**src/rtl/updi_uart_pkg.sv**
```systemverilog
// Shared UPDI UART definitions: state encoding and frame constants.
// Used by the TX serialiser and the RX/ACK-detect block.
package updi_uart_pkg;

    typedef enum logic [2:0] {
        IDLE,
        START,
        DATA,
        PARITY,
        STOP,
        BREAK,
        BREAK_STOP
    } updi_uart_tx_state;

    localparam int unsigned UPDI_UART_DATA_BITS  = 8;
    localparam int unsigned UPDI_UART_STOP_BITS  = 2;
    localparam logic        UPDI_UART_IDLE_LEVEL = 1'b1;

endpackage

```
**src/rtl/updi_baud_tick.sv**
```systemverilog
// Bit-period timer: bit_end pulses on the last clk cycle of each CLK_DIV-cycle bit.
// restart holds the counter at zero so the next bit starts with a full period.
module updi_baud_tick #(
    parameter int unsigned CLK_DIV  = 16,
    parameter int unsigned DIV_BITS = $clog2(CLK_DIV)
) (
    input  logic clk,
    input  logic rst,
    input  logic restart,
    output logic bit_end
);

    logic [DIV_BITS-1:0] count_q;

    assign bit_end = (count_q == DIV_BITS'(CLK_DIV - 1));

    // Free-running 0..CLK_DIV-1 counter, cleared while idle and at each bit boundary.
    always_ff @(posedge clk) begin
        if (rst || restart || bit_end) begin
            count_q <= '0;
        end else begin
            count_q <= count_q + DIV_BITS'(1);
        end
    end

endmodule

```
**src/rtl/updi_uart_tx.sv**
```systemverilog
// UPDI UART transmitter: pops bytes from a FWFT FIFO and sends 8E2 frames
// (start, D0..D7, even parity, two stop bits) on the half-duplex UPDI line.
// Optional BREAK generation is enabled with the macro UPDI_UART_TX_BREAK_EN.
module updi_uart_tx
    import updi_uart_pkg::*;
#(
    parameter int unsigned CLK_DIV    = 16,
    parameter int unsigned DIV_BITS   = $clog2(CLK_DIV),
    parameter int unsigned BREAK_BITS = 24
) (
    input  logic       clk,
    input  logic       rst,
    input  logic [7:0] fifo_data,
    input  logic       fifo_empty,
    output logic       fifo_rd_en,
    output logic       tx,
    output logic       tx_oe,
    output logic       busy,
    output logic       frame_done
`ifdef UPDI_UART_TX_BREAK_EN
    ,
    input  logic       send_break
`endif
);

    // One counter serves data bits, stop bits and BREAK bit times.
    localparam int unsigned BIT_CNT_W =
        (BREAK_BITS > UPDI_UART_DATA_BITS) ? $clog2(BREAK_BITS) : 3;

    updi_uart_tx_state    state_q;
    logic [BIT_CNT_W-1:0] bit_cnt_q;
    logic [7:0]           tx_byte_q;
    logic                 parity_q;
    logic                 bit_end;

    // Counter is held cleared in IDLE so the first START bit is a full period.
    updi_baud_tick #(
        .CLK_DIV  (CLK_DIV),
        .DIV_BITS (DIV_BITS)
    ) u_baud_tick (
        .clk     (clk),
        .rst     (rst),
        .restart (state_q == IDLE),
        .bit_end (bit_end)
    );

`ifdef UPDI_UART_TX_BREAK_EN
    // BREAK request wins over a waiting byte; the byte is popped after the BREAK.
    assign fifo_rd_en = (state_q == IDLE) && !fifo_empty && !send_break && !rst;
`else
    assign fifo_rd_en = (state_q == IDLE) && !fifo_empty && !rst;
`endif

    // Frame sequencer with registered line, enable, busy and completion outputs.
    always_ff @(posedge clk) begin
        if (rst) begin
            state_q    <= IDLE;
            bit_cnt_q  <= '0;
            tx_byte_q  <= '0;
            parity_q   <= 1'b0;
            tx         <= UPDI_UART_IDLE_LEVEL;
            tx_oe      <= 1'b0;
            busy       <= 1'b0;
            frame_done <= 1'b0;
        end else begin
            frame_done <= 1'b0;
            unique case (state_q)
                IDLE: begin
`ifdef UPDI_UART_TX_BREAK_EN
                    if (send_break) begin
                        state_q   <= BREAK;
                        bit_cnt_q <= '0;
                        tx        <= 1'b0;
                        tx_oe     <= 1'b1;
                        busy      <= 1'b1;
                    end else
`endif
                    if (fifo_rd_en) begin
                        state_q   <= START;
                        tx_byte_q <= fifo_data;
                        parity_q  <= ^fifo_data;
                        tx        <= 1'b0;
                        tx_oe     <= 1'b1;
                        busy      <= 1'b1;
                    end
                end
                START: begin
                    if (bit_end) begin
                        state_q   <= DATA;
                        bit_cnt_q <= '0;
                        tx        <= tx_byte_q[0];
                    end
                end
                DATA: begin
                    if (bit_end) begin
                        if (bit_cnt_q == BIT_CNT_W'(UPDI_UART_DATA_BITS - 1)) begin
                            state_q <= PARITY;
                            tx      <= parity_q;
                        end else begin
                            // LSB-first: shift so the next bit is always at [0].
                            bit_cnt_q <= bit_cnt_q + BIT_CNT_W'(1);
                            tx_byte_q <= {1'b0, tx_byte_q[7:1]};
                            tx        <= tx_byte_q[1];
                        end
                    end
                end
                PARITY: begin
                    if (bit_end) begin
                        state_q   <= STOP;
                        bit_cnt_q <= '0;
                        tx        <= UPDI_UART_IDLE_LEVEL;
                    end
                end
                STOP: begin
                    if (bit_end) begin
                        if (bit_cnt_q == BIT_CNT_W'(UPDI_UART_STOP_BITS - 1)) begin
                            state_q    <= IDLE;
                            tx_oe      <= 1'b0;
                            busy       <= 1'b0;
                            frame_done <= 1'b1;
                        end else begin
                            bit_cnt_q <= bit_cnt_q + BIT_CNT_W'(1);
                        end
                    end
                end
`ifdef UPDI_UART_TX_BREAK_EN
                BREAK: begin
                    if (bit_end) begin
                        if (bit_cnt_q == BIT_CNT_W'(BREAK_BITS - 1)) begin
                            state_q   <= BREAK_STOP;
                            bit_cnt_q <= '0;
                            tx        <= UPDI_UART_IDLE_LEVEL;
                        end else begin
                            bit_cnt_q <= bit_cnt_q + BIT_CNT_W'(1);
                        end
                    end
                end
                BREAK_STOP: begin
                    if (bit_end) begin
                        if (bit_cnt_q == BIT_CNT_W'(UPDI_UART_STOP_BITS - 1)) begin
                            state_q <= IDLE;
                            tx_oe   <= 1'b0;
                            busy    <= 1'b0;
                        end else begin
                            bit_cnt_q <= bit_cnt_q + BIT_CNT_W'(1);
                        end
                    end
                end
`endif
                default: begin
                    state_q <= IDLE;
                    tx      <= UPDI_UART_IDLE_LEVEL;
                    tx_oe   <= 1'b0;
                    busy    <= 1'b0;
                end
            endcase
        end
    end

endmodule

```
**config.mk**
```make
export PLATFORM = sky130hd
export DESIGN_NAME = updi_uart_tx
export DESIGN_NICKNAME = d
export VERILOG_FILES = /design/src/rtl/updi_uart_pkg.sv /design/src/rtl/updi_baud_tick.sv /design/src/rtl/updi_uart_tx.sv
export SDC_FILE = /design/constraint.sdc
export NUM_CORES = 1
export LEC_CHECK = 0
export ABC_AREA = 1
export BUFFER_PORTS_ARGS = -buffer_cell sky130_fd_sc_hd__buf_4
export CORE_MARGIN = 2
export CORE_UTILIZATION = 58
export DETAILED_ROUTE_END_ITERATION = 10
export GPL_TIMING_DRIVEN = 0
export PLACE_DENSITY = 0.79
export SETUP_SLACK_MARGIN = 0.15
export SYNTH_ARGS = -nofsm -noshare
export SYNTH_HDL_FRONTEND = slang
export SYNTH_SLANG_ARGS = --single-unit
```
**constraint.sdc**
```tcl
create_clock -name clk -period 1.7 [get_ports clk]
set_clock_uncertainty 0.15 [all_clocks]
set_input_delay 0 -clock clk [delete_from_list [all_inputs] [get_ports clk]]
set_output_delay 0 -clock clk [all_outputs]
set_load 0.05 [all_outputs]
```
After elaboration in Yosys (flattened, before gate mapping)
Index checks and enable logic that the tools add are counted.
W data, S select, Z words.
{"block": "totals", "register_bits": 24, "out_inout_bits": 5}
{"block": "op_classes", "addsub": 2, "eq_ne": 17, "mux": 29, "bitwise": 3, "reduce_logical": 19}
{"operator": "$mux W5", "n": 5}
{"operator": "$mux W8", "n": 3}
{"operator": "$mux W3", "n": 7}
{"operator": "$pmux W8 S2", "n": 1}
{"operator": "$pmux W3 S5", "n": 1}
{"operator": "$pmux W5 S3", "n": 1}
{"operator": "$ne A2 B1 Y1 const B", "n": 5}
{"operator": "$ne A2 B2 Y1 const B", "n": 5}
{"operator": "$mux W1", "n": 9}
{"operator": "$reduce_and A4 Y1", "n": 2}
{"operator": "$reduce_xor A8 Y1", "n": 1}
{"operator": "$reduce_and A7 Y1", "n": 1}
{"operator": "$eq A3 B2 Y1 const B", "n": 2}
{"operator": "$reduce_and A6 Y1", "n": 1}
{"operator": "$reduce_or A3 Y1", "n": 2}
{"operator": "$add A5 B1 Y5 const B", "n": 1}
{"operator": "$eq A5 B1 Y1 const B", "n": 1}
{"operator": "$eq A5 B3 Y1 const B", "n": 1}
{"operator": "$pmux W1 S5", "n": 1}
{"operator": "$reduce_and A5 Y1", "n": 1}
{"operator": "$add A4 B1 Y4 const B", "n": 1}
{"operator": "$eq A4 B4 Y1 const B", "n": 1}
{"operator": "$eq A3 B1 Y1 const B", "n": 1}
{"operator": "$eq A3 B3 Y1 const B", "n": 1}
{"operator": "10 further kinds", "n": 15}

Longest topological paths before layout
Gate-level depths: netlist (run 1).
{"block": "depth", "word_depth": 5, "depth_mapped": 11, "ltp_nobuf": 11}

Modules after synthesis
A second synthesis (run 1) with hierarchy kept.
{"block": "unflattened", "hier_cells": 214, "area_unflattened_um2": 1432.6}
{"module": "updi_uart_tx", "n_inst": 1, "cells_each": 195, "area_per_inst_um2": 1266.2}
{"module": "updi_baud_tick", "n_inst": 1, "cells_each": 19, "area_per_inst_um2": 166.4}

Least setup slack after synthesis (run 1)
Ideal clock, no wire load.
{"block": "synth_timing", "path_kind": "flip-flop to flip-flop", "from": "reg state_q[2]", "to": "reg tx_byte_q[1]", "t_arrival_ps": 1356, "setup_slack_ps": 62, "path_stages_with_launch": 10, "path_buffers": 1, "period_less_slack_ps": 1638, "path_cell_list": "dfxtp_1 > buf_6 > nor2_4 > nand2_2 > nor2_4 > inv_2 > nand2_8 > nand2_4 > nand2_1 > a21oi_1"}
{"block": "synth_via", "elab_chain_len": 5, "elab_cells_between_ends": 10}
{"element": "start: declaration", "line": "updi_uart_tx.sv:30", "source": "updi_uart_tx_state state_q;"}
{"element": "start signal: assignment", "line": "updi_uart_tx.sv:57", "source": "state_q <= IDLE;"}
{"element": "start signal: assignment", "line": "updi_uart_tx.sv:79", "source": "state_q <= START;"}
{"element": "start signal: assignment", "line": "updi_uart_tx.sv:89", "source": "state_q <= DATA;"}
{"element": "$logic_not A3 Y1", "line": "updi_uart_tx.sv:51", "source": "assign fifo_rd_en = (state_q == IDLE) && !fifo_empty && !rst;"}
{"element": "$logic_and A1 B1 Y1 (2 in series)", "line": "updi_uart_tx.sv:51"}
{"element": "net fifo_rd_en", "line": "updi_uart_tx.sv:15", "source": "output logic fifo_rd_en,"}
{"element": "$ne A2 B2 Y1 (no source line)"}
{"element": "$reduce_and A4 Y1 (no source line)"}
{"element": "end signal: assignment", "line": "updi_uart_tx.sv:80", "source": "tx_byte_q <= fifo_data;"}
{"element": "end signal: assignment", "line": "updi_uart_tx.sv:102", "source": "tx_byte_q <= {1'b0, tx_byte_q[7:1]};"}
{"element": "end: declaration", "line": "updi_uart_tx.sv:32", "source": "logic [7:0] tx_byte_q;"}
The timed path passes the listed nets, and every way through them passes these cells.
A chain may end at the register's enable or synchronous reset.

Worst setup path after layout (run 1)
{"block": "layout_timing", "from": "reg u_baud_tick.count_q[1]", "to": "reg bit_cnt_q[1]"}
{"block": "layout_via", "elab_chain_len": 3, "elab_cells_between_ends": 5}
{"element": "start: declaration", "line": "updi_baud_tick.sv:13", "source": "logic [DIV_BITS-1:0] count_q;"}
{"element": "start signal: assignment", "line": "updi_baud_tick.sv:22", "source": "count_q <= count_q + DIV_BITS'(1);"}
{"element": "$eq A4 B4 Y1 *", "line": "updi_baud_tick.sv:15", "source": "assign bit_end = (count_q == DIV_BITS'(CLK_DIV - 1));"}
{"element": "$ne A2 B1 Y1 (no source line)"}
{"element": "$reduce_and A6 Y1 (no source line) *"}
{"element": "end signal: assignment", "line": "updi_uart_tx.sv:101", "source": "bit_cnt_q <= bit_cnt_q + BIT_CNT_W'(1);"}
{"element": "end signal: assignment", "line": "updi_uart_tx.sv:122", "source": "bit_cnt_q <= bit_cnt_q + BIT_CNT_W'(1);"}
{"element": "end: declaration", "line": "updi_uart_tx.sv:31", "source": "logic [BIT_CNT_W-1:0] bit_cnt_q;"}
Every way passes the cells marked *; elsewhere a longest branch is shown, timed or not.

==> qor.log, run 1 <==
INFO  outcome        run_status=complete, no violations
INFO  detailed_routing dr_total_vias=1,781
INFO  logic_synthesis synth_top_family_by_area=simple AND/OR/NAND/NOR gates
INFO  pwr            fin_total_pwr=3.76mW
INFO  detailed_routing routed_wirelength=4.89mm
INFO  floorplan      floorplan.initialDensity=62.4%
INFO  worst_setup_path crit_path_start_kind=flip-flop
INFO  logic_synthesis yosys.area_share.simple=46.9%
INFO  clock_network  worst_skew_pair.late_latency=330ps
INFO  place          numPortBuffers=15
INFO  clock_network  tritoncts.num_buffers=3
INFO  worst_setup_path worst_r2r_endpoint=bit_cnt_q[1]
INFO  worst_setup_path cp_cell_sequence=ha_4 -> nand3_4 -> nand2_1 -> inv_1 -> nor2_4 -> nand3_4 -> nand2_2 -> nand2_1 -> nor2_1
INFO  cells_and_area post_route_cells_drive_above_1_share=37.6%
INFO  sta            report.final.setup_viol=0
INFO  clock_network  clk_transition_reported_paths=140ps
INFO  detailed_routing routedWlPerCell=15.4µm
INFO  worst_setup_path ff2ff_setup_slack=50ps
INFO  flow_run       max_cap_viol_count=0
INFO  cells_and_area postLayoutCellArea=2230µm²
INFO  detailed_routing routed_via_count_divided_by_cell_count=5.62
INFO  floorplan      floorplan.die.width=56.1µm
INFO  place          place.detailed.hpwl=2.42mm
INFO  sta            grt_setup_unrepaired=true
INFO  logic_synthesis syn-mean-instance-area=6.66µm²
INFO  worst_setup_path slowest_stage_delay_on_critical_path=380ps
INFO  place          post-place-cells=281
INFO  worst_setup_path cpMaxStageDelayCell=sky130_fd_sc_hd__dfxtp_2
INFO  logic_synthesis synth-compound-area-share=5.65%
INFO  cells_and_area filler_cell_count=119
INFO  worst_setup_path timing_worst_setup_path_type=flip-flop to flip-flop
INFO  clock_network  cts_tree=done
INFO  grt            via_count_of_the_first_global_routing_pass=1,485
INFO  worst_setup_path worst_ep_required_time=1810ps
INFO  pwr            power_per_cell_area=1690nW/µm²
INFO  clock_network  clkSinkCount=24
INFO  sta            worst_pin_slew=586ps
INFO  logic_synthesis synth-seq-area-share=30.5%
INFO  cells_and_area syn_to_final_growth=41.8%
INFO  clock_network  htree_num_levels=1
INFO  sta            finalHoldViolCount=0
INFO  place          dpl_cell_area=1720µm²
INFO  clock_network  cts-root-to-sink-buffers=2
INFO  worst_setup_path timing.reg2reg.worst_path_depth=9
INFO  detailed_routing drtAntennaViolNets=0
INFO  floorplan      die_height=56.1µm
INFO  logic_synthesis postSynthNetCount=250
INFO  floorplan      ios=16
INFO  floorplan      fp.dieArea=3140µm²
INFO  cells_and_area antenna_cells_inserted=0
INFO  sta            timing.final.crit_period=1650ps
INFO  grt            global_route_wire_length_before_repair=6.53mm
INFO  floorplan      row_count=18
INFO  worst_setup_path r2r-start=u_baud_tick.count_q[1]
INFO  logic_synthesis synth_mux_area_share=0%
INFO  worst_setup_path setup.worst_path.end=bit_cnt_q[1]
INFO  logic_synthesis syn-cell-area=1570µm²
INFO  detailed_routing first_iter_violations=116
INFO  logic_synthesis synth.lib_cells_used.distinct=25
INFO  logic_synthesis synth.ff_latch_count=24
INFO  cells_and_area finalNonFillerCells=317
INFO  sta            slew-limit-headroom=60.9%
INFO  worst_hold_path worst_min_delay_path_class=input pin to flip-flop
INFO  logic_synthesis yosys_warnings=0
INFO  worst_setup_path critical_path_peak_fanout=7
INFO  worst_setup_path endpoint_kind=flip-flop
INFO  worst_setup_path cp-startpoint=u_baud_tick.count_q[1]
INFO  logic_synthesis post_synth_main_area_contributors=sky130_fd_sc_hd__dfxtp_1, sky130_fd_sc_hd__nand2_1, sky130_fd_sc_hd__nand3_1
INFO  pwr            leakage=0.999nW
INFO  grt            grt_antenna_before_repair=0
INFO  detailed_routing post-route-drc-count=0
INFO  clock_network  root_buffer=sky130_fd_sc_hd__clkbuf_4
INFO  place          routability_congestion_estimate=0.849
INFO  cells_and_area final-seq-area=495µm²
INFO  floorplan      core_ar=2520µm²
INFO  pwr            vdd_drop_max=1640µV
INFO  logic_synthesis fraction_of_the_mapped_netlist_area_in_adder_cells=2.39%
INFO  grt            grt_usage=25.5%
INFO  detailed_routing dr.pass1.iters=5
INFO  cells_and_area multi_input_area=1140µm²
INFO  sta            finalMaxSlewViolations=0
INFO  sta            max_freq=605MHz
INFO  logic_synthesis synthXorXnorAreaFrac=6.68%
INFO  logic_synthesis synth_top_cell_by_area=sky130_fd_sc_hd__dfxtp_1
INFO  worst_setup_path timing.critical_path.arrival=1770ps
INFO  logic_synthesis synth_top_cell_area_share=30.5%
INFO  logic_synthesis netlist_instances=236
INFO  grt            grt_overflow=0
INFO  grt            maximum_number_of_pins_on_one_net_before_global_route_repair=14
INFO  sta            final_min_period_over_clock_period=97.3%
INFO  cells_and_area net_total_in_the_final_layout=302
worst max-delay path, delay by kind of cell (launching register included):
family	cells	cell delay [ps]
simple gates	7	820
flops	1	380
fa+ha+maj	1	160
buf+inv	1	80
registers in the layout, summed over array words and instances (netlist names):
signal / cells
tx_byte_q: 8
bit_cnt_q: 5
u_baud_tick.count_q: 4
state_q: 3
busy: 1
frame_done: 1
parity_q: 1
tx: 1
where the power goes:
part / internal, mW / total, mW / switching (mW)
clock: 0.131 / 0.315 / 0.184
sequential: 0.725 / 0.847 / 0.121
combinational: 1.04 / 2.60 / 1.56
total: 1.89 / 3.76 / 1.87
stage by stage:
stage               utilization, %  worst slack (ps)  setup TNS (ps)  hold slack, ps
CTS                           79.0               138               0            49.4
floorplan                        -              62.0               0           -73.1
detailed placement            68.3              29.6               0            44.5
global placement              68.3              43.3               0            46.2
finish                        88.4              46.0               0             106
global route                  88.4             -33.5           -71.3             119
synthesized netlist by cell type, drive strengths merged:
| master | instances |
|---|---|
| a21oi | 11 |
| buf | 3 |
| clkbuf | 2 |
| dfxtp | 24 |
| ha | 3 |
| inv | 21 |
| nand2 | 84 |
| nand3 | 29 |
| nor2 | 38 |
| nor3 | 2 |
| o21a | 1 |
| o21ai | 4 |
| o22ai | 1 |
| or2 | 1 |
| xnor2 | 7 |
| xor2 | 5 |
how the worst min path moves through the flow:
| stage | start | endpoint | slack (ps) | depth (start not counted) |
|---|---|---|---|---|
| global route | rst | bit_cnt_q[0] | 120 | 3 |
| detailed placement | rst | frame_done | 40 | 2 |
| global placement | rst | frame_done | 50 | 2 |
| floorplan | rst | frame_done | -70 | 1 |
| CTS | rst | bit_cnt_q[0] | 50 | 3 |
| finish | rst | bit_cnt_q[0] | 110 | 3 |
timing repair:
| action | in CTS | in global routing |
|---|---|---|
| setup endpoints to repair | 18 | 19 |
| cloned | 0 | 0 |
| hold buffers | 9 | 0 |
| gates resized for setup | 17 | 48 |
| endpoints found under the hold margin | 16 | 0 |
| buffers inserted | 10 | 13 |
| pin swaps | 7 | 17 |
cells in the final DEF, fill, tap and decap left out, types with 7 or more instances in the layout:
| cell | instances |
|---|---|
| sky130_fd_sc_hd__inv_1 | 12 |
| sky130_fd_sc_hd__nand3_1 | 22 |
| sky130_fd_sc_hd__nor2_1 | 22 |
| sky130_fd_sc_hd__xnor2_1 | 7 |
| sky130_fd_sc_hd__nand2_2 | 10 |
| sky130_fd_sc_hd__nand2_1 | 67 |
| sky130_fd_sc_hd__nor2_4 | 10 |
| sky130_fd_sc_hd__dlygate4sd3_1 | 9 |
| sky130_fd_sc_hd__a21oi_1 | 8 |
| sky130_fd_sc_hd__dfxtp_1 | 18 |
| sky130_fd_sc_hd__buf_4 | 37 |
layout make-up:
cell class / count / area share, %
Clock buffer: 4 / 1.63
Timing Repair Buffer: 47 / 17.2
Multi-Input combinational cell: 186 / 51.2
Tap cell: 30 / 1.68
Buffer: 5 / 2.13
Inverter: 21 / 3.98
Sequential cell: 24 / 22.2
metal layers:
metal	wire length, µm	global-route usage [%]
met1	1970	33.2
met2	2330	42.2
met5	0	0
met3	450	5.58
met4	143	7.48
logic make-up after synthesis:
group           after synthesis
flops                        24
buf+inv                      26
simple gates                154
compound gates               17
fa+ha+maj                     3
xor+xnor                     12
(Power assumes the default switching activity.)
==> inputs of run 2 (changes only) <==
--- a/config.mk
+++ b/config.mk
@@ -8,11 +8,12 @@
 export ABC_AREA = 1
 export BUFFER_PORTS_ARGS = -buffer_cell sky130_fd_sc_hd__buf_4
 export CORE_MARGIN = 2
-export CORE_UTILIZATION = 58
+export CORE_UTILIZATION = 57
 export DETAILED_ROUTE_END_ITERATION = 10
 export GPL_TIMING_DRIVEN = 0
-export PLACE_DENSITY = 0.79
+export PLACE_DENSITY = 0.78
 export SETUP_SLACK_MARGIN = 0.15
 export SYNTH_ARGS = -nofsm -noshare
 export SYNTH_HDL_FRONTEND = slang
+export SYNTH_HIERARCHICAL = 1
 export SYNTH_SLANG_ARGS = --single-unit
==> run 2 against run 1 <==
Against the previous run:
- sequential power rose by 5.5%
- critical path depth increased by 1
- total power fell by 4.7%
- setup slack better by 61 ps
- clock-buffer cell count down 1
- area after synthesis down 8.9%
- worst hold slack improved by 210 ps
- core utilization decreased by 4.9 points
- combinational power shrank 13%
- via count fell by 11%
- sequential cell count unchanged
- critical path type unchanged
- largest cell class unchanged
==> qor.log, run 2 <==
INFO  outcome        run_status=complete, no violations
INFO  worst_hold_path worst_min_delay_path_class=flip-flop to flip-flop
INFO  worst_setup_path r2r-start=bit_cnt_q[0]
INFO  worst_setup_path ff2ff_setup_slack=110ps
INFO  pwr            vdd_drop_max=1180µV
INFO  sta            slew-limit-headroom=62.1%
INFO  detailed_routing drtAntennaViolNets=0
INFO  sta            finalMaxSlewViolations=0
INFO  cells_and_area multi_input_area=991µm²
INFO  detailed_routing routedWlPerCell=13.8µm
INFO  logic_synthesis syn-cell-area=1430µm²
INFO  floorplan      ios=16
INFO  grt            maximum_number_of_pins_on_one_net_before_global_route_repair=15
INFO  cells_and_area top_regs=tx_byte_q: 8 flops, bit_cnt_q: 5 flops, u_baud_tick/count_q: 4 flops
INFO  cells_and_area finalCoreUtilization=83.5%
INFO  sta            max_freq=628MHz
INFO  logic_synthesis synth.ff_latch_count=24
INFO  pwr            fin_total_pwr=3.58mW
INFO  worst_setup_path endpoint_kind=flip-flop
INFO  pwr            power_per_cell_area=1760nW/µm²
INFO  clock_network  root_buffer=sky130_fd_sc_hd__clkbuf_4
INFO  cells_and_area largest_register_ff_count=8
INFO  logic_synthesis synth.top_cells.by_count=sky130_fd_sc_hd__nand2_1, sky130_fd_sc_hd__nor2_1, sky130_fd_sc_hd__dfxtp_1
INFO  worst_setup_path cpMaxStageDelayCell=sky130_fd_sc_hd__dfxtp_4
INFO  clock_network  cts-root-to-sink-buffers=2
INFO  logic_synthesis synth_enable_flop_cells=0
INFO  worst_setup_path timing.critical_path.arrival=1690ps
INFO  grt            global_route_wire_length_before_repair=5.83mm
INFO  logic_synthesis yosys_warnings=6
INFO  cells_and_area antenna_cells_inserted=0
INFO  cells_and_area postLayoutCellArea=2030µm²
INFO  logic_synthesis synth_top_cell_area_share=33.5%
INFO  detailed_routing post-route-drc-count=0
INFO  sta            final_min_period_over_clock_period=93.7%
INFO  cells_and_area syn_to_final_growth=41.8%
INFO  place          place.detailed.hpwl=2.29mm
INFO  logic_synthesis synth.lib_cells_used.distinct=28
INFO  worst_setup_path cp-startpoint=bit_cnt_q[0]
INFO  detailed_routing routed_via_count_divided_by_cell_count=5.53
INFO  logic_synthesis syn-mean-instance-area=6.69µm²
INFO  clock_network  clk_transition_reported_paths=150ps
INFO  grt            grt_usage=27.2%
INFO  cells_and_area filler_cell_count=145
INFO  worst_setup_path critical_path_peak_fanout=6
INFO  flow_run       max_cap_viol_count=0
INFO  worst_setup_path setup.worst_path.end=tx_byte_q[4]
INFO  detailed_routing routed_wirelength=3.94mm
INFO  clock_network  tritoncts.num_buffers=3
INFO  sta            worst_pin_slew=569ps
INFO  cells_and_area post_route_cells_drive_above_1_share=37.3%
INFO  clock_network  htree_num_levels=1
INFO  cells_and_area max_flop_register=tx_byte_q
INFO  floorplan      die_height=54.1µm
INFO  worst_hold_path worstHoldStart=tx_byte_q[3]
INFO  logic_synthesis postSynth.asyncResetShare=0%
INFO  worst_setup_path worstSetupPathDepth=10
INFO  sta            timing.final.crit_period=1590ps
INFO  worst_setup_path crit_path_start_kind=flip-flop
INFO  worst_setup_path cp_cell_sequence=ha_4 -> nand2_2 -> clkinv_2 -> nand2_2 -> nand2_4 -> nand2_2 -> nand2_4 -> buf_6 -> o21ai_1 -> a21oi_1
INFO  logic_synthesis post_synth_main_area_contributors=sky130_fd_sc_hd__dfxtp_1, sky130_fd_sc_hd__nand2_1, sky130_fd_sc_hd__nor2_1
INFO  clock_network  cts_tree=done
INFO  clock_network  clkSinkCount=24
INFO  worst_setup_path worst_ep_required_time=1800ps
INFO  grt            grt_overflow=0
INFO  place          numPortBuffers=15
INFO  detailed_routing dr.pass1.iters=5
INFO  sta            report.final.setup_viol=0
INFO  cells_and_area final-seq-area=495µm²
INFO  logic_synthesis netlist_instances=214
INFO  logic_synthesis synth-seq-area-share=33.5%
INFO  logic_synthesis synth_top_cell_by_area=sky130_fd_sc_hd__dfxtp_1
INFO  logic_synthesis most_used_standard_cell_by_instance_count_after_synthesis=sky130_fd_sc_hd__nand2_1
INFO  floorplan      fp.dieArea=2930µm²
INFO  cells_and_area layout_commonest_cell=sky130_fd_sc_hd__nand2_1
INFO  worst_setup_path timing.critical_path.mode_cell=sky130_fd_sc_hd__nand2_2
INFO  sta            grt_setup_unrepaired=true
INFO  grt            grt_antenna_before_repair=0
INFO  cells_and_area layout.cells.most_common_list=sky130_fd_sc_hd__nand2_1, sky130_fd_sc_hd__buf_4, sky130_fd_sc_hd__nor2_1, sky130_fd_sc_hd__dfxtp_1, sky130_fd_sc_hd__a21oi_1
INFO  grt            via_count_of_the_first_global_routing_pass=1,434
INFO  worst_setup_path worst_r2r_endpoint=tx_byte_q[4]
INFO  worst_setup_path cp.buffers_inverters=2
INFO  floorplan      row_count=18
INFO  worst_setup_path path_delay_family=simple AND/OR/NAND/NOR gates
INFO  sta            finalHoldViolCount=0
INFO  logic_synthesis synthFlopType=sky130_fd_sc_hd__dfxtp_1
INFO  pwr            leakage=0.866nW
INFO  place          routability_congestion_estimate=0.953
INFO  worst_setup_path slowest_stage_delay_on_critical_path=400ps
INFO  detailed_routing dr_total_vias=1,577
INFO  clock_network  worst_skew_pair.late_latency=330ps
INFO  worst_setup_path timing.reg2reg.worst_path_depth=10
INFO  floorplan      floorplan.die.width=54.1µm
INFO  worst_setup_path timing_worst_setup_path_type=flip-flop to flip-flop
INFO  logic_synthesis postSynthNetCount=228
INFO  cells_and_area net_total_in_the_final_layout=270
INFO  floorplan      core_ar=2430µm²
INFO  place          dpl_cell_area=1590µm²
INFO  floorplan      floorplan.initialDensity=58.9%
INFO  detailed_routing first_iter_violations=45
-- run 2: routing by layer --
layer  vias up  GRT usage, %  share of wire [%]
met5         -             0                  0
met4         0          11.3                2.3
met3        11          2.78                3.5
met2        47          51.8                 53
met1       747          30.0                 42
li1        772             -                  -
-- run 2: stage by stage --
step,hold WS [ps],instances,setup TNS [ps],setup WS (ps)
2_1_floorplan,17.5,214,0,142
3_3_place_gp,149,259,-15.2,-11.7
3_5_place_dp,160,259,-206,-81.2
4_1_cts,318,282,0,142
5_1_grt,343,285,0,3.54
6_report,319,285,0,107
-- run 2: cell type report --
cell class | count | share of cell area (%)
multi-input cells | 159 | 48.8
repair buffers | 37 | 15.1
clock inverters | 1 | 1.48
inverters | 26 | 5.36
well taps | 30 | 1.85
clock buffers | 3 | 1.11
flip-flops and latches | 24 | 24.4
plain buffers | 5 | 1.91
-- run 2: logic make-up after synthesis --
group | share of synthesized area, %
flops | 33.5
simple gates | 37.5
buf+inv | 9.26
xor+xnor | 4.89
fa+ha+maj | 2.62
compound gates | 12.2
-- run 2: repair_timing --
item	CTS	global route
cloned	1	0
gates resized for setup	30	31
hold endpoints to repair	18	0
buffers inserted	8	3
hold buffers	10	0
endpoints found under the setup margin	18	18
pin swaps	9	12
-- run 2: power breakdown --
group / internal (mW) / switching, mW / total [mW]
combinational: 0.865 / 1.39 / 2.26
clock: 0.239 / 0.192 / 0.430
sequential: 0.747 / 0.147 / 0.894
-- run 2: worst reg2reg max path: stages, from the launching register on --
cell and delay (ps):
sky130_fd_sc_hd__dfxtp_4 400, sky130_fd_sc_hd__ha_4 170, sky130_fd_sc_hd__nand2_2 90, sky130_fd_sc_hd__clkinv_2 70, sky130_fd_sc_hd__nand2_2 110, sky130_fd_sc_hd__nand2_4 70, sky130_fd_sc_hd__nand2_2 80, sky130_fd_sc_hd__nand2_4 70
sky130_fd_sc_hd__buf_6 140, sky130_fd_sc_hd__o21ai_1 120, sky130_fd_sc_hd__a21oi_1 50
-- run 2: worst min-delay path by stage --
stage | cells past startpoint | slack (ps) | to
3_3_place_gp | 3 | 150 | tx_byte_q[7]
5_1_grt | 2 | 340 | tx_byte_q[4]
2_1_floorplan | 2 | 20 | tx_byte_q[7]
6_report | 2 | 320 | tx_byte_q[3]
3_5_place_dp | 3 | 160 | tx_byte_q[7]
4_1_cts | 2 | 320 | tx_byte_q[4]
==> inputs of run 3 (changes only) <==
--- a/config.mk
+++ b/config.mk
@@ -10,7 +10,6 @@
 export CORE_MARGIN = 2
 export CORE_UTILIZATION = 57
 export DETAILED_ROUTE_END_ITERATION = 10
-export GPL_TIMING_DRIVEN = 0
 export PLACE_DENSITY = 0.78
 export SETUP_SLACK_MARGIN = 0.15
 export SYNTH_ARGS = -nofsm -noshare
==> run 3 against run 2 <==
Against the previous run:
- routed wire length rose by 1.0%
- maximum frequency fell by 1.3%
- core utilization fell by 1.4 points
- first-iteration DRC count rose by 31%
- total power fell by 3.6%
- final cell count fell by 0.70%
- non-clock buffer count fell by 3
- sequential power fell by 1%
- critical endpoint is now state_q[1]
==> qor.log, run 3 (synthesized netlist as in run 2, its figures left out) <==
INFO  outcome        run_status=complete, no violations
INFO  sta            max_freq=620MHz
INFO  worst_setup_path crit_path_start_kind=flip-flop
INFO  cells_and_area net_total_in_the_final_layout=268
INFO  cells_and_area max_flop_register=tx_byte_q
INFO  detailed_routing post-route-drc-count=0
INFO  clock_network  root_buffer=sky130_fd_sc_hd__clkbuf_4
INFO  pwr            p_clk_share=9.1%
INFO  pwr            internal_dissipation=1.73mW
INFO  cells_and_area finalCoreUtilization=82.2%
INFO  cells_and_area syn_to_final_growth=39.5%
INFO  worst_setup_path timing.critical_path.mode_cell=sky130_fd_sc_hd__nand2_2
INFO  place          dpl_cell_area=1590µm²
INFO  detailed_routing first_iter_violations=59
INFO  worst_setup_path r2r-start=bit_cnt_q[1]
INFO  grt            grt_antenna_before_repair=0
INFO  pwr            vdd_drop_max=1340µV
INFO  grt            grt_usage=27.4%
INFO  floorplan      fp.dieArea=2930µm²
INFO  worst_setup_path critical_path_peak_fanout=5
INFO  sta            worst_slack=86.5ps
INFO  detailed_routing routed_wirelength=3.98mm
INFO  flow_run       max_cap_viol_count=0
INFO  worst_setup_path cpMaxStageDelayCell=sky130_fd_sc_hd__dfxtp_2
INFO  floorplan      floorplan.initialDensity=58.9%
INFO  cells_and_area layout_commonest_cell=sky130_fd_sc_hd__nand2_1
INFO  worst_setup_path timing_worst_setup_path_type=flip-flop to flip-flop
INFO  cells_and_area top_regs=tx_byte_q: 8 flops, bit_cnt_q: 5 flops, u_baud_tick/count_q: 4 flops
INFO  pwr            sequential_share_of_power=25.6%
INFO  detailed_routing dr.pass1.iters=4
INFO  detailed_routing routedWlPerCell=14.0µm
INFO  place          numPortBuffers=15
INFO  floorplan      floorplan.die.width=54.1µm
INFO  cells_and_area layout.cells.most_common_list=sky130_fd_sc_hd__nand2_1, sky130_fd_sc_hd__buf_4, sky130_fd_sc_hd__nor2_1, sky130_fd_sc_hd__dfxtp_1, sky130_fd_sc_hd__a21oi_1
INFO  pwr            swShare=50.0%
INFO  sta            timing.final.crit_period=1610ps
INFO  worst_hold_path min_delay_worst_endpoint=tx_byte_q[4]
INFO  clock_network  worst_skew_pair.late_latency=320ps
INFO  worst_hold_path worstHoldStart=tx_byte_q[4]
INFO  cells_and_area largest_register_ff_count=8
INFO  worst_setup_path worst_ep_required_time=1790ps
INFO  worst_setup_path timing.reg2reg.worst_path_depth=10
INFO  grt            maximum_number_of_pins_on_one_net_before_global_route_repair=16
INFO  detailed_routing dr_total_vias=1,575
INFO  sta            finalMaxSlewViolations=0
INFO  worst_setup_path cp-startpoint=bit_cnt_q[1]
INFO  worst_hold_path worst_min_delay_path_class=flip-flop to flip-flop
INFO  worst_setup_path cp.buffers_inverters=1
INFO  grt            grt_overflow=0
INFO  worst_setup_path endpoint_kind=flip-flop
INFO  clock_network  clk_transition_reported_paths=140ps
INFO  pwr            leakage=0.862nW
INFO  sta            slew-limit-headroom=72.0%
INFO  worst_hold_path hold_path_depth=2
INFO  worst_setup_path cp_cell_sequence=ha_2 -> nand2_2 -> clkinv_2 -> nand2_1 -> nand2_2 -> nand2_2 -> nor2_4 -> nand3b_1 -> nand2_1 -> nor2_1
INFO  worst_setup_path worst_r2r_endpoint=state_q[1]
INFO  sta            grt_setup_unrepaired=true
INFO  worst_setup_path slowest_stage_delay_on_critical_path=390ps
INFO  pwr            power_per_cell_area=1730nW/µm²
INFO  cells_and_area antenna_cells_inserted=0
INFO  floorplan      die_height=54.1µm
INFO  clock_network  tritoncts.num_buffers=3
INFO  clock_network  clkSinkCount=24
INFO  sta            finalHoldViolCount=0
INFO  detailed_routing routed_via_count_divided_by_cell_count=5.57
INFO  place          dp_slack=-6.96ps
INFO  worst_setup_path timing.critical_path.arrival=1700ps
INFO  clock_network  cts-root-to-sink-buffers=2
INFO  pwr            net_switching_power_of_the_design=1.73mW
INFO  cells_and_area post_route_cells_drive_above_1_share=36.4%
INFO  grt            via_count_of_the_first_global_routing_pass=1,398
INFO  worst_setup_path ff2ff_setup_slack=90ps
INFO  sta            report.final.setup_viol=0
INFO  clock_network  cts_tree=done
INFO  floorplan      ios=16
INFO  worst_setup_path path_delay_family=simple AND/OR/NAND/NOR gates
INFO  place          routability_congestion_estimate=0.939
INFO  grt            global_route_wire_length_before_repair=5.91mm
INFO  cells_and_area postLayoutCellArea=2000µm²
INFO  floorplan      core_ar=2430µm²
INFO  pwr            combinationalPowerShare=65.3%
INFO  sta            worst_pin_slew=415ps
INFO  place          place.detailed.hpwl=2.34mm
INFO  detailed_routing drtAntennaViolNets=0
INFO  clock_network  htree_num_levels=1
INFO  sta            final_min_period_over_clock_period=94.9%
INFO  floorplan      row_count=18
-- run 3: changes by cell type in the layout (fill, tap and decap cells not counted), sizes merged --
cell | before | now
bufinv | 1 | 0
nand2 | 52 | 53
buf | 31 | 29
-- run 3: power groups by stage --
stage / combinational (mW) / sequential, mW / clock [mW]
finish: 2.26 / 0.885 / 0.314
global route: 2.47 / 0.904 / 0.327
CTS: 1.91 / 0.877 / 0.312
detailed placement: 1.65 / 0.867 / 0
global placement: 1.60 / 0.858 / 0
floorplan: 1.30 / 0.882 / 0
-- run 3: worst reg2reg max path, stage by stage, from the launching register on --
cell	delay, ps
sky130_fd_sc_hd__dfxtp_2	390
sky130_fd_sc_hd__ha_2	200
sky130_fd_sc_hd__nand2_2	80
sky130_fd_sc_hd__clkinv_2	70
sky130_fd_sc_hd__nand2_1	90
sky130_fd_sc_hd__nand2_2	130
sky130_fd_sc_hd__nand2_2	80
sky130_fd_sc_hd__nor2_4	130
sky130_fd_sc_hd__nand3b_1	100
sky130_fd_sc_hd__nand2_1	70
sky130_fd_sc_hd__nor2_1	40
-- run 3: metrics by stage --
stage,setup TNS (ps),instances,hold slack (ps),total power [mW]
CTS,0,277,311,3.10
finish,0,283,310,3.46
global route,-1.04,283,338,3.70
floorplan,0,214,17.5,2.19
detailed placement,-6.96,259,146,2.52
global placement,0,259,129,2.45
-- run 3: final cells by class --
| type | count | area, µm² |
|---|---|---|
| multi-input combinational | 160 | 980 |
| sequential | 24 | 494 |
| fill | 151 | 434 |
| timing repair buffer | 39 | 342 |
| inverter | 26 | 109 |
| tap | 30 | 37.5 |
| clock buffer | 4 | 36.3 |
-- run 3: how the worst max path moves through the flow --
stage,end,slack [ps],cells past startpoint
3_3_place_gp,bit_cnt_q[1],40,10
6_report,state_q[1],90,10
5_1_grt,state_q[1],-1,10
4_1_cts,tx_byte_q[6],120,9
3_5_place_dp,bit_cnt_q[1],-7,10
2_1_floorplan,bit_cnt_q[1],140,10
-- run 3: routing by layer --
| metal | vias up | global-route usage (%) | part of all wire (%) |
|---|---|---|---|
| met2 | 65 | 52.2 | 51 |
| met4 | 0 | 10.0 | 3.8 |
| met5 | - | 0 | 0 |
| met1 | 728 | 30.4 | 40 |
| met3 | 19 | 3.61 | 4.9 |
| li1 | 763 | - | - |
-- run 3: what timing repair did --
item                                    in CTS  in global routing
pin swaps                                    6                 12
setup buffers                                4                  5
cloned                                       0                  1
hold buffers                                10                  0
resized for setup                           32                 24
endpoints found under the hold margin       22                  0
endpoints found under the setup margin      18                 19
